## config.mk

```make
export PLATFORM = sky130hd
export DESIGN_NAME = convolve_accum
export DESIGN_NICKNAME = d
export VERILOG_FILES = /design/src/rtl/convolve_accum.sv
export SDC_FILE = /design/constraint.sdc
export NUM_CORES = 1
export LEC_CHECK = 0
export ABC_AREA = 1
export CORE_MARGIN = 2
export CORE_UTILIZATION = 59
export DETAILED_ROUTE_END_ITERATION = 8
export PLACE_DENSITY = 0.81
export SLEW_MARGIN = 20
export SYNTH_ARGS = -nofsm -noshare
export SYNTH_HDL_FRONTEND = slang
export SYNTH_SLANG_ARGS = --single-unit
```

## constraint.sdc

```tcl
create_clock -name clk -period 3.6 [get_ports clk]
set_clock_uncertainty 0.1 [all_clocks]
set_input_delay 0.36 -clock clk [delete_from_list [all_inputs] [get_ports clk]]
set_output_delay 0.36 -clock clk [all_outputs]
set_load 0.005 [all_outputs]
```

## src/rtl/convolve_accum.sv

```systemverilog
// Accumulates KERNEL_TAPS signed 12.4 products per window, then rounds and saturates each sum to an 8-bit pixel.
// Optional build macro CONV_ABS_EN: emit the rounded magnitude of the sum (edge/gradient kernels).
module convolve_accum #(
  parameter int KERNEL_TAPS = 9,
  parameter int ACC_W       = 20
) (
  input  logic                           clk,
  input  logic                           reset,
  input  logic [15:0]                    prod_in,
  input  logic                           prod_valid,
  output logic                           prod_ready,
  input  logic                           win_clear,
  output logic [7:0]                     pix_out,
  output logic                           pix_valid,
  input  logic                           pix_ready,
  output logic [$clog2(KERNEL_TAPS)-1:0] tap_cnt
);

  localparam int TW = $clog2(KERNEL_TAPS);
  localparam logic [TW-1:0] LAST_TAP = TW'(KERNEL_TAPS - 1);
  localparam logic signed [ACC_W+1:0] HALF_LSB = (ACC_W+2)'(8);

  typedef enum logic {IDLE, ACCUM} state_t;

  state_t                    state_q, state_d;
  logic [TW-1:0]             tap_cnt_q, tap_cnt_d;
  logic signed [ACC_W-1:0]   acc_q, acc_d;
  logic [7:0]                pix_q, pix_d;
  logic                      pix_valid_q, pix_valid_d;
  logic signed [ACC_W-1:0]   prod_sext;
  logic signed [ACC_W-1:0]   fin;
  logic                      last_tap;
  logic                      accept;

  // Two guard bits keep both the +8 rounding and the negation of the most-negative sum exact.
  function automatic logic [7:0] round_sat(input logic signed [ACC_W-1:0] sum);
    logic signed [ACC_W+1:0] ext;
    logic signed [ACC_W+1:0] rnd;
    ext = {{2{sum[ACC_W-1]}}, sum};
`ifdef CONV_ABS_EN
    if (ext[ACC_W+1]) ext = -ext;
`endif
    rnd = (ext + HALF_LSB) >>> 4;
    if (rnd[ACC_W+1])
      return 8'd0;
    else if (|rnd[ACC_W:8])
      return 8'hFF;
    else
      return rnd[7:0];
  endfunction

  assign prod_sext = {{(ACC_W-16){prod_in[15]}}, prod_in};
  assign fin       = acc_q + prod_sext;
  assign last_tap  = (tap_cnt_q == LAST_TAP);
  assign accept    = prod_valid && prod_ready;

  always_ff @(posedge clk or posedge reset) begin
    if (reset) begin
      state_q     <= IDLE;
      tap_cnt_q   <= '0;
      acc_q       <= '0;
      pix_q       <= '0;
      pix_valid_q <= 1'b0;
    end else begin
      state_q     <= state_d;
      tap_cnt_q   <= tap_cnt_d;
      acc_q       <= acc_d;
      pix_q       <= pix_d;
      pix_valid_q <= pix_valid_d;
    end
  end

  // Next state: a clear drops the window; the last tap loads the output register in the same edge a held pixel drains.
  always_comb begin
    state_d     = state_q;
    tap_cnt_d   = tap_cnt_q;
    acc_d       = acc_q;
    pix_d       = pix_q;
    pix_valid_d = pix_valid_q && !pix_ready;
    if (win_clear) begin
      state_d   = IDLE;
      tap_cnt_d = '0;
      acc_d     = '0;
    end else if (accept) begin
      case (state_q)
        IDLE: begin
          acc_d     = prod_sext;
          tap_cnt_d = TW'(1);
          state_d   = ACCUM;
        end
        ACCUM: begin
          if (last_tap) begin
            acc_d       = '0;
            tap_cnt_d   = '0;
            state_d     = IDLE;
            pix_d       = round_sat(fin);
            pix_valid_d = 1'b1;
          end else begin
            acc_d     = fin;
            tap_cnt_d = tap_cnt_q + TW'(1);
          end
        end
        default: state_d = IDLE;
      endcase
    end
  end

  // Only the closing tap waits on an unconsumed pixel; earlier taps of the next window flow freely.
  always_comb begin
    prod_ready = !win_clear && !(last_tap && pix_valid_q && !pix_ready);
  end

  assign pix_out   = pix_q;
  assign pix_valid = pix_valid_q;
  assign tap_cnt   = tap_cnt_q;

endmodule

```

==> summary by stage, run 1 <==
Run status
The run finished with clean final reports.

Worst setup path
Along the worst path, the maximum fanout reaches 8. The number of cells traversed by the worst register-to-register path is 20. The worst reg2reg path startpoint is acc_q[0].

The cell with the biggest individual delay on the critical path is clkdlybuf4s50_1. The worst setup path is of the in -> reg kind. The gate family responsible for the most delay along the worst path is simple AND/OR/NAND/NOR gates. The sum of buffers and inverters on the critical path is 4.

Data arrives at the worst endpoint at 3400 ps. The data required time of the critical path is 3690 ps. The signal on the critical path passes through clkdlybuf4s50_1 -> ha_1 -> inv_1 -> fa_1 -> inv_1 -> nand3_1 -> nand2_1 -> nand2_1 -> nand2_2 -> ha_1 -> inv_1 -> nor2_1 -> nand3_2 -> nor2_4 -> nand3_2 -> nand2_1 -> nand2_2 -> nor2_4 -> nand4_1 -> nand2_1 -> nand2_1. For this run, the slowest stage of the critical path takes 490 ps. The worst reg-to-reg setup slack is 490 ps. The critical path endpoint category is a register.

The most frequent cell on the critical path is nand2_1. The endpoint of the worst register-to-register path is pix_out[5]. The worst setup path is launched from an input pin.

Die
Once the floorplan was initialized, standard cells occupied 60.9% of the core. The floorplan step defined a die boundary enclosing 6720 um^2. The die is 82.0 um tall. The core area is 5890 um^2. The total I/O pin count is 35. The width of the chip is 82.0 um.

The floorplan has 28 rows.

CTS
The CTS tree is yes. The maximum clock path buffer count is 2. The insertion delay to the later sink of the worst-skew pair is 300 ps. In this run, CTS created clock tree buffers numbering 5.

In this run the number of H-tree levels came out at 2. Clock-pin slew was measured on the worst setup and hold paths at 80 ps. The total of hold buffers inserted after clock tree synthesis is 0. The tree is rooted in a clkbuf_8. The clock drives 34 sinks.

Timing
The smallest clock period supported by the final layout is computed as 3320 ps. The share of the clock period used by the worst path is 92.1%. The final setup violation count is 0. Setup repair after global routing left no endpoint under its margin. At the pin with the least slew margin, the transition time is 697 ps. For the final routed database, the setup TNS stands at 0 ps. Static timing analysis puts the maximum clock frequency at 0.301 GHz.

The final number of max-transition violations came to 0. The number of endpoints with negative hold slack in the final report is 0. In this run the tightest slew margin relative to its limit is 53.5%.

Power
Power spread over the standard cell area amounts to 364 nW/um^2. The maximum vdd drop is 0.000228 V. The total leakage power is 2.23 nW.

Global route
The number of global-route vias before repair came to 3,653. The leftover overflow at the end of global routing is 0. Across every metal layer, demand over resource in global routing totals 32.5%. The first-pass GRT wire length is 16,600 um. The initial antenna violation count is 0.

The maximum number of pins on one net before global-route repair is 20.

Place
Buffers placed on the I/O ports in this run total 34. Summed over all nets, the half-perimeter wirelength after detailed placement is 7940 um. The final estimated routing congestion in global placement is 0.962. Once placement finished, the instance area stood at 4040 um^2.

Routing
The via count is 3,884. The count of unresolved DRC violations after routing is 0. The first TritonRoute pass finished after 5 iterations. The count of nets left with antenna violations once routing finished came out at 0. The number of DRC violations after detailed-routing iteration 0 is 313.

Dividing the detail-routed via count by the number of cells gives 5.75. After detailed routing, the total wire length is 10,300 um. The average wire length per cell after detail routing is 15.3 um.

Synthesis
The share of the Yosys chip area taken by registers is 23.7%. In this run, synthesis produced a sequential element count of 34. The net count after synthesis is 605. The synthesized area is 3590 um^2. The average cell area after synthesis is 6.39 um^2.

The number of unique standard cell types used by synthesis is 35. During synthesis, Yosys emitted a total of 0 warnings. In the synthesized netlist, the number of instances is 561.

Layout
The number of nets in the final layout is 645. The fraction of layout cells with a size suffix above 1 is 12.6%. The number of antenna diodes in the final layout is 0. The final cell area excluding filler cells is 4150 um^2.

Fill cells in the final layout number 501. The signed area change from the synthesized netlist to the final layout is 15.8%.

Hold path
The worst min-delay path category is in -> async.

Job
Across the run, the number of max-cap violations was 0.
cell usage after synthesis:
library cell	n	area share (%)
nand2_1	195	20
inv_1	75	7.8
dfrtp_1	34	24
nand3_1	34	4.7
nor2_1	30	3.1
o21ai_0	24	3.3
ha_1	22	7.7
nand2_2	22	3.8
nand4_1	17	3.0
a22o_1	16	3.9
a21oi_1	15	2.1
inv_2	10	1.0
nand3_2	9	2.5
nor3_1	9	1.3
nor2_2	8	1.4
nor2_4	7	2.2
xor2_1	7	1.7
clkbuf_1	5	0.52
nand2_4	3	0.94
nand3b_1	3	0.63
and2_1	2	0.35
a21boi_0	1	0.21
a21oi_2	1	0.24
a21oi_4	1	0.45
a32oi_1	1	0.24
and3_1	1	0.17
buf_1	1	0.10
clkinv_1	1	0.10
fa_1	1	0.56
nor2_8	1	0.56
nor3_2	1	0.28
o21bai_1	1	0.21
o22ai_1	1	0.17
o31ai_1	1	0.21
xnor2_1	1	0.24
layer usage:
layer | wire [um] | track usage, %
met3 | 555 | 4.51
met4 | 413 | 12.8
met1 | 4400 | 38.8
met2 | 4950 | 58.4
met5 | 0 | 0
area by class of cell:
class	count	area [um^2]	share of cell area, %
clock buffer	6	82.6	1.99
tap	75	93.8	2.26
sequential	34	851	20.5
inverter	86	323	7.77
timing repair buffer	39	378	9.10
clock inverter	1	30.0	0.723
multi-input combinational	435	2400	57.7
report_power, final:
part	internal (mW)	switching [mW]	total (mW)	leakage, nW
sequential	0.406	0.0178	0.424	0.457
combinational	0.230	0.480	0.710	1.72
clock	0.222	0.155	0.377	0.0573
worst max path at each step:
stage                 endpoint  depth (start not counted)        from
floorplan           pix_out[0]                         20  prod_in[0]
global placement    pix_out[1]                         21  prod_in[0]
detailed placement  pix_out[5]                         21  prod_in[0]
CTS                 pix_out[5]                         21  prod_in[0]
global route        pix_out[4]                         21  prod_in[0]
finish              pix_out[5]                         21  prod_in[0]
state kept, by name, summed over array words and instances, names as in the netlist:
| register | cells |
|---|---|
| pix_out | 8 |
| acc_q | 20 |
| tap_cnt | 4 |
| pix_valid | 1 |
| state_q | 1 |
repair_timing:
action / in CTS / in global routing
setup buffers: 0 / 0
resized for setup: 0 / 1
endpoints found under the setup margin: 0 / 1
cells in the final DEF (no fill, tap or decap):
cell	Yosys	routed
nor2_8	1	1
clkbuf_8	0	6
xor2_1	7	7
ha_1	22	22
o21bai_1	1	1
bufinv_16	0	1
inv_2	10	10
a21oi_1	15	15
a22o_1	16	16
nor3_2	1	2
nor2_1	30	30
dfrtp_1	34	34
buf_4	0	5
nand3_1	34	34
nor2_4	7	7
o31ai_1	1	1
o22ai_1	1	1
nand2_4	3	3
xnor2_1	1	1
nor3_1	9	8
nand3b_1	3	3
a21oi_4	1	1
a21oi_2	1	1
o21ai_0	24	24
nand2_1	195	195
fa_1	1	1
nand2_2	22	22
inv_1	75	75
clkdlybuf4s50_1	0	34
and2_1	2	2
and3_1	1	1
a32oi_1	1	1
nor2_2	8	8
a21boi_0	1	1
nand3_2	9	9
clkinv_1	1	1
nand4_1	17	17
stage by stage:
step / hold WS, ps / total power, mW / std cells / worst slack, ps / util (%)
floorplan: 353 / 0.945 / 561 / 786 / -
global placement: 367 / 1.10 / 669 / 136 / 68.6
detailed placement: 370 / 1.12 / 669 / 15.4 / 68.6
CTS: 386 / 1.50 / 676 / 328 / 70.5
global route: 415 / 1.60 / 676 / 42.9 / 70.6
finish: 369 / 1.51 / 676 / 283 / 70.6
cell families (layout without fill, tap and decap cells):
| logic type | after synthesis | in the layout | share of synthesized area (%) |
|---|---|---|---|
| buffers and inverters | 92 | 132 | 9.63 |
| XOR/XNOR | 8 | 8 | 1.95 |
| AND/OR/NAND/NOR | 342 | 342 | 45.4 |
| flip-flops | 34 | 34 | 23.7 |
| AO/OA/AOI/OAI | 62 | 62 | 11.1 |
| adder cells (fa/ha/maj) | 23 | 23 | 8.23 |
Note: power is estimated with default switching activity, not from simulation.
==> inputs of run 2 (changes only) <==
- CORE_MARGIN: 2 -> 5
- SLEW_MARGIN: 20 -> default
==> run 2 against run 1 <==
Via count down 1.2%. First-iteration DRC count up 23%. Non-clock buffer count unchanged. Global-route usage down 4.0 points. Fmax down 1.8%. Clock power about the same. Sequential share of layout area about the same. Critical path depth unchanged. Worst hold slack better by 16 ps. Count of clock-buffer cells in the layout down 1.
==> summary by stage, run 2 (synthesis gave the netlist of run 1 again) <==
Run status
The flow ran to the end, and the final reports show no timing, DRC or antenna violations.

Place
Buffers placed on the I/O ports in this run total 34. The number of placed instances, taps included, is 669. The final estimated routing congestion in global placement is 0.897. The HPWL after detailed placement is 8040 um.

The placed instance area is 4040 um^2.

Worst setup path
STA puts the critical path data arrival time at 3470 ps. In this run the register-to-register setup slack is 420 ps. The sum of buffers and inverters on the critical path is 4. The number of logic stages on the critical path including buffering is 21. Counting cells, the worst reg-to-reg path comes to 20.

The most frequent cell on the critical path is nand2_1. Traced cell by cell, the critical path runs through clkdlybuf4s50_1 -> ha_1 -> inv_1 -> fa_1 -> inv_1 -> nand3_1 -> nand2_1 -> nand2_1 -> nand2_2 -> ha_1 -> inv_1 -> nor2_2 -> nand3_2 -> nor2_4 -> nand3_2 -> nand2_1 -> nand2_2 -> nor2_4 -> nand4_1 -> nand2_1 -> nand2_1. The critical-path maximum fanout is 8. In this design, the stage delay of the slowest critical-path cell is 490 ps. Broken down by cell family, the worst path's largest delay share belongs to simple AND/OR/NAND/NOR gates. The kind of start point of the critical path is an input pin. The worst reg2reg path startpoint is acc_q[0].

The data required time of the critical path is 3700 ps. The endpoint identified for the worst register-to-register timing path is pix_out[2]. The cell with the biggest individual delay on the critical path is clkdlybuf4s50_1. STA classifies the critical path endpoint as a register. The path type of the worst setup path is in -> reg.

Timing
Setup violations remaining at the end of the flow were counted as 0. The final period demand of the worst path is 3380 ps. Setup repair after global routing left no endpoint under its margin. The final total negative setup slack is 0 ps. Based on the critical path, the design can be clocked at up to 0.296 GHz. The number of endpoints with negative hold slack in the final report is 0. The headroom to the max-slew limit is 29.4%. The share of the clock period used by the worst path is 93.8%. For the pin with the worst max-slew slack, the measured transition is 1060 ps.

The final number of max-transition violations is 0.

Routing
After detailed routing, the number of remaining DRC violations is 0. In the final routed layout, each cell accounts on average for 15.3 um. The via count is 3,839. After detailed routing, the number of vias per cell comes to 5.67. The number of detailed-routing iterations run before antenna repair is 5.

The number of nets still failing antenna checks after routing is 0. Wires add up to 10,400 um. The number of DRC violations after detailed-routing iteration 0 is 385.

Layout
The number of flip-flops under the largest register name is 20. At the end of the flow, the number of nets in the layout was 645. 0 antenna diodes ended up in the layout.

After routing the design area is 4160 um^2. In the layout the commonest cells are nand2_1, inv_1, nand3_1, dfrtp_1, clkdlybuf4s50_1. The post-route core utilization is 70.2%.

The area growth from synthesis to layout is 15.9%. The post-layout instance count excluding filler cells is 677. The top register by number of flip-flops is acc_q. The fraction of layout cells with a size suffix above 1 is 13.0%. The library cell used most frequently in the layout, excluding fill and tap cells, is nand2_1.

Hold path
The hold-critical path endpoint is pix_out[4]. The worst min-delay path category is reg -> reg. The instance count along the most critical hold path is 2. The startpoint identified for the worst hold timing path is pix_out[4].

Power
The maximum vdd drop is 0.000194 V. The total leakage power is 2.23 nW. The power density normalized to cell area is 364 nW/um^2.

CTS
The maximum clock path buffer count is 2. The post-CTS repair timing setup buffer count is 0. CTS saw 34 sinks. The clock tree synthesis step divided the H-tree into 2 levels. The buffer cell driving the clock tree root is clkbuf_8. The clock transition at the registers of the reported paths is 80 ps.

The clock reaches the later pin of the worst-skew pair after 300 ps. In this run, CTS created clock tree buffers numbering 5. Hold repair after CTS inserted 0 buffers. The count of cells resized by post-cts repair is 0. The CTS tree is yes.

Global route
The first-pass GRT wire length is 17,300 um. Entering global routing, the biggest net connects 27 pins. After global routing the overflow that remains totals 0.

The overall fraction of global-route tracks in use is 28.5%. The number of global-route vias before repair was 3,846. The initial antenna violation count came to 0.

Die
Measured along the y axis, the die boundary spans 88.0 um. The floorplan has 28 rows. The floorplan step defined a die boundary enclosing 7740 um^2. The starting density of the core is 60.6%.

The total I/O pin count is 35. The core area is 5920 um^2. The die is 88.0 um wide.

Job
The count of max-cap constraint violations is 0.
==> run 2: cell count changes in the layout (fill, tap and decap cells not counted), sizes merged <==
cell | before | now
clkinvlp | 0 | 2
clkbuf | 6 | 5
==> run 2: power breakdown <==
part | internal, mW | leakage [nW] | total [mW] | switching (mW)
clock | 0.206 | 0.0504 | 0.379 | 0.173
combinational | 0.230 | 1.72 | 0.711 | 0.481
sequential | 0.406 | 0.457 | 0.424 | 0.0175
==> run 2: layout make-up <==
cell class / instances / area (um^2)
Timing Repair Buffer: 39 / 378
Sequential cell: 34 / 851
Tap cell: 75 / 93.8
Multi-Input combinational cell: 435 / 2400
Clock buffer: 5 / 68.8
Clock inverter: 3 / 45.0
Inverter: 86 / 323
Fill cell: 510 / 1760
==> run 2: metrics by stage <==
| step | setup slack (ps) | hold slack (ps) | power, mW |
|---|---|---|---|
| finish | 223 | 385 | 1.51 |
| global route | 78.1 | 405 | 1.61 |
| CTS | 268 | 387 | 1.50 |
| detailed placement | -43.0 | 365 | 1.12 |
| global placement | 141 | 365 | 1.10 |
| floorplan | 786 | 353 | 0.945 |
==> run 2: how the worst max path moves through the flow <==
stage                from          to  slack (ps)
5_1_grt        prod_in[0]  pix_out[0]          80
3_5_place_dp   prod_in[0]  pix_out[2]         -40
6_report       prod_in[0]  pix_out[2]         220
2_1_floorplan  prod_in[0]  pix_out[0]         790
3_3_place_gp   prod_in[0]  pix_out[6]         140
4_1_cts        prod_in[0]  pix_out[2]         270
==> run 2: tightest hold or removal path, stage by stage (launching register included) <==
cell	delay (ps)
dfrtp_1	350
nand2_1	50
nand2_1	50
==> run 2: metal layers <==
layer | up-vias | track usage (%) | share of wire (%)
met5 | - | 0 | 0
met4 | 0 | 11.6 | 3.2
met3 | 35 | 4.23 | 5.8
met2 | 170 | 49.0 | 48
met1 | 1749 | 35.5 | 43
li1 | 1885 | - | -
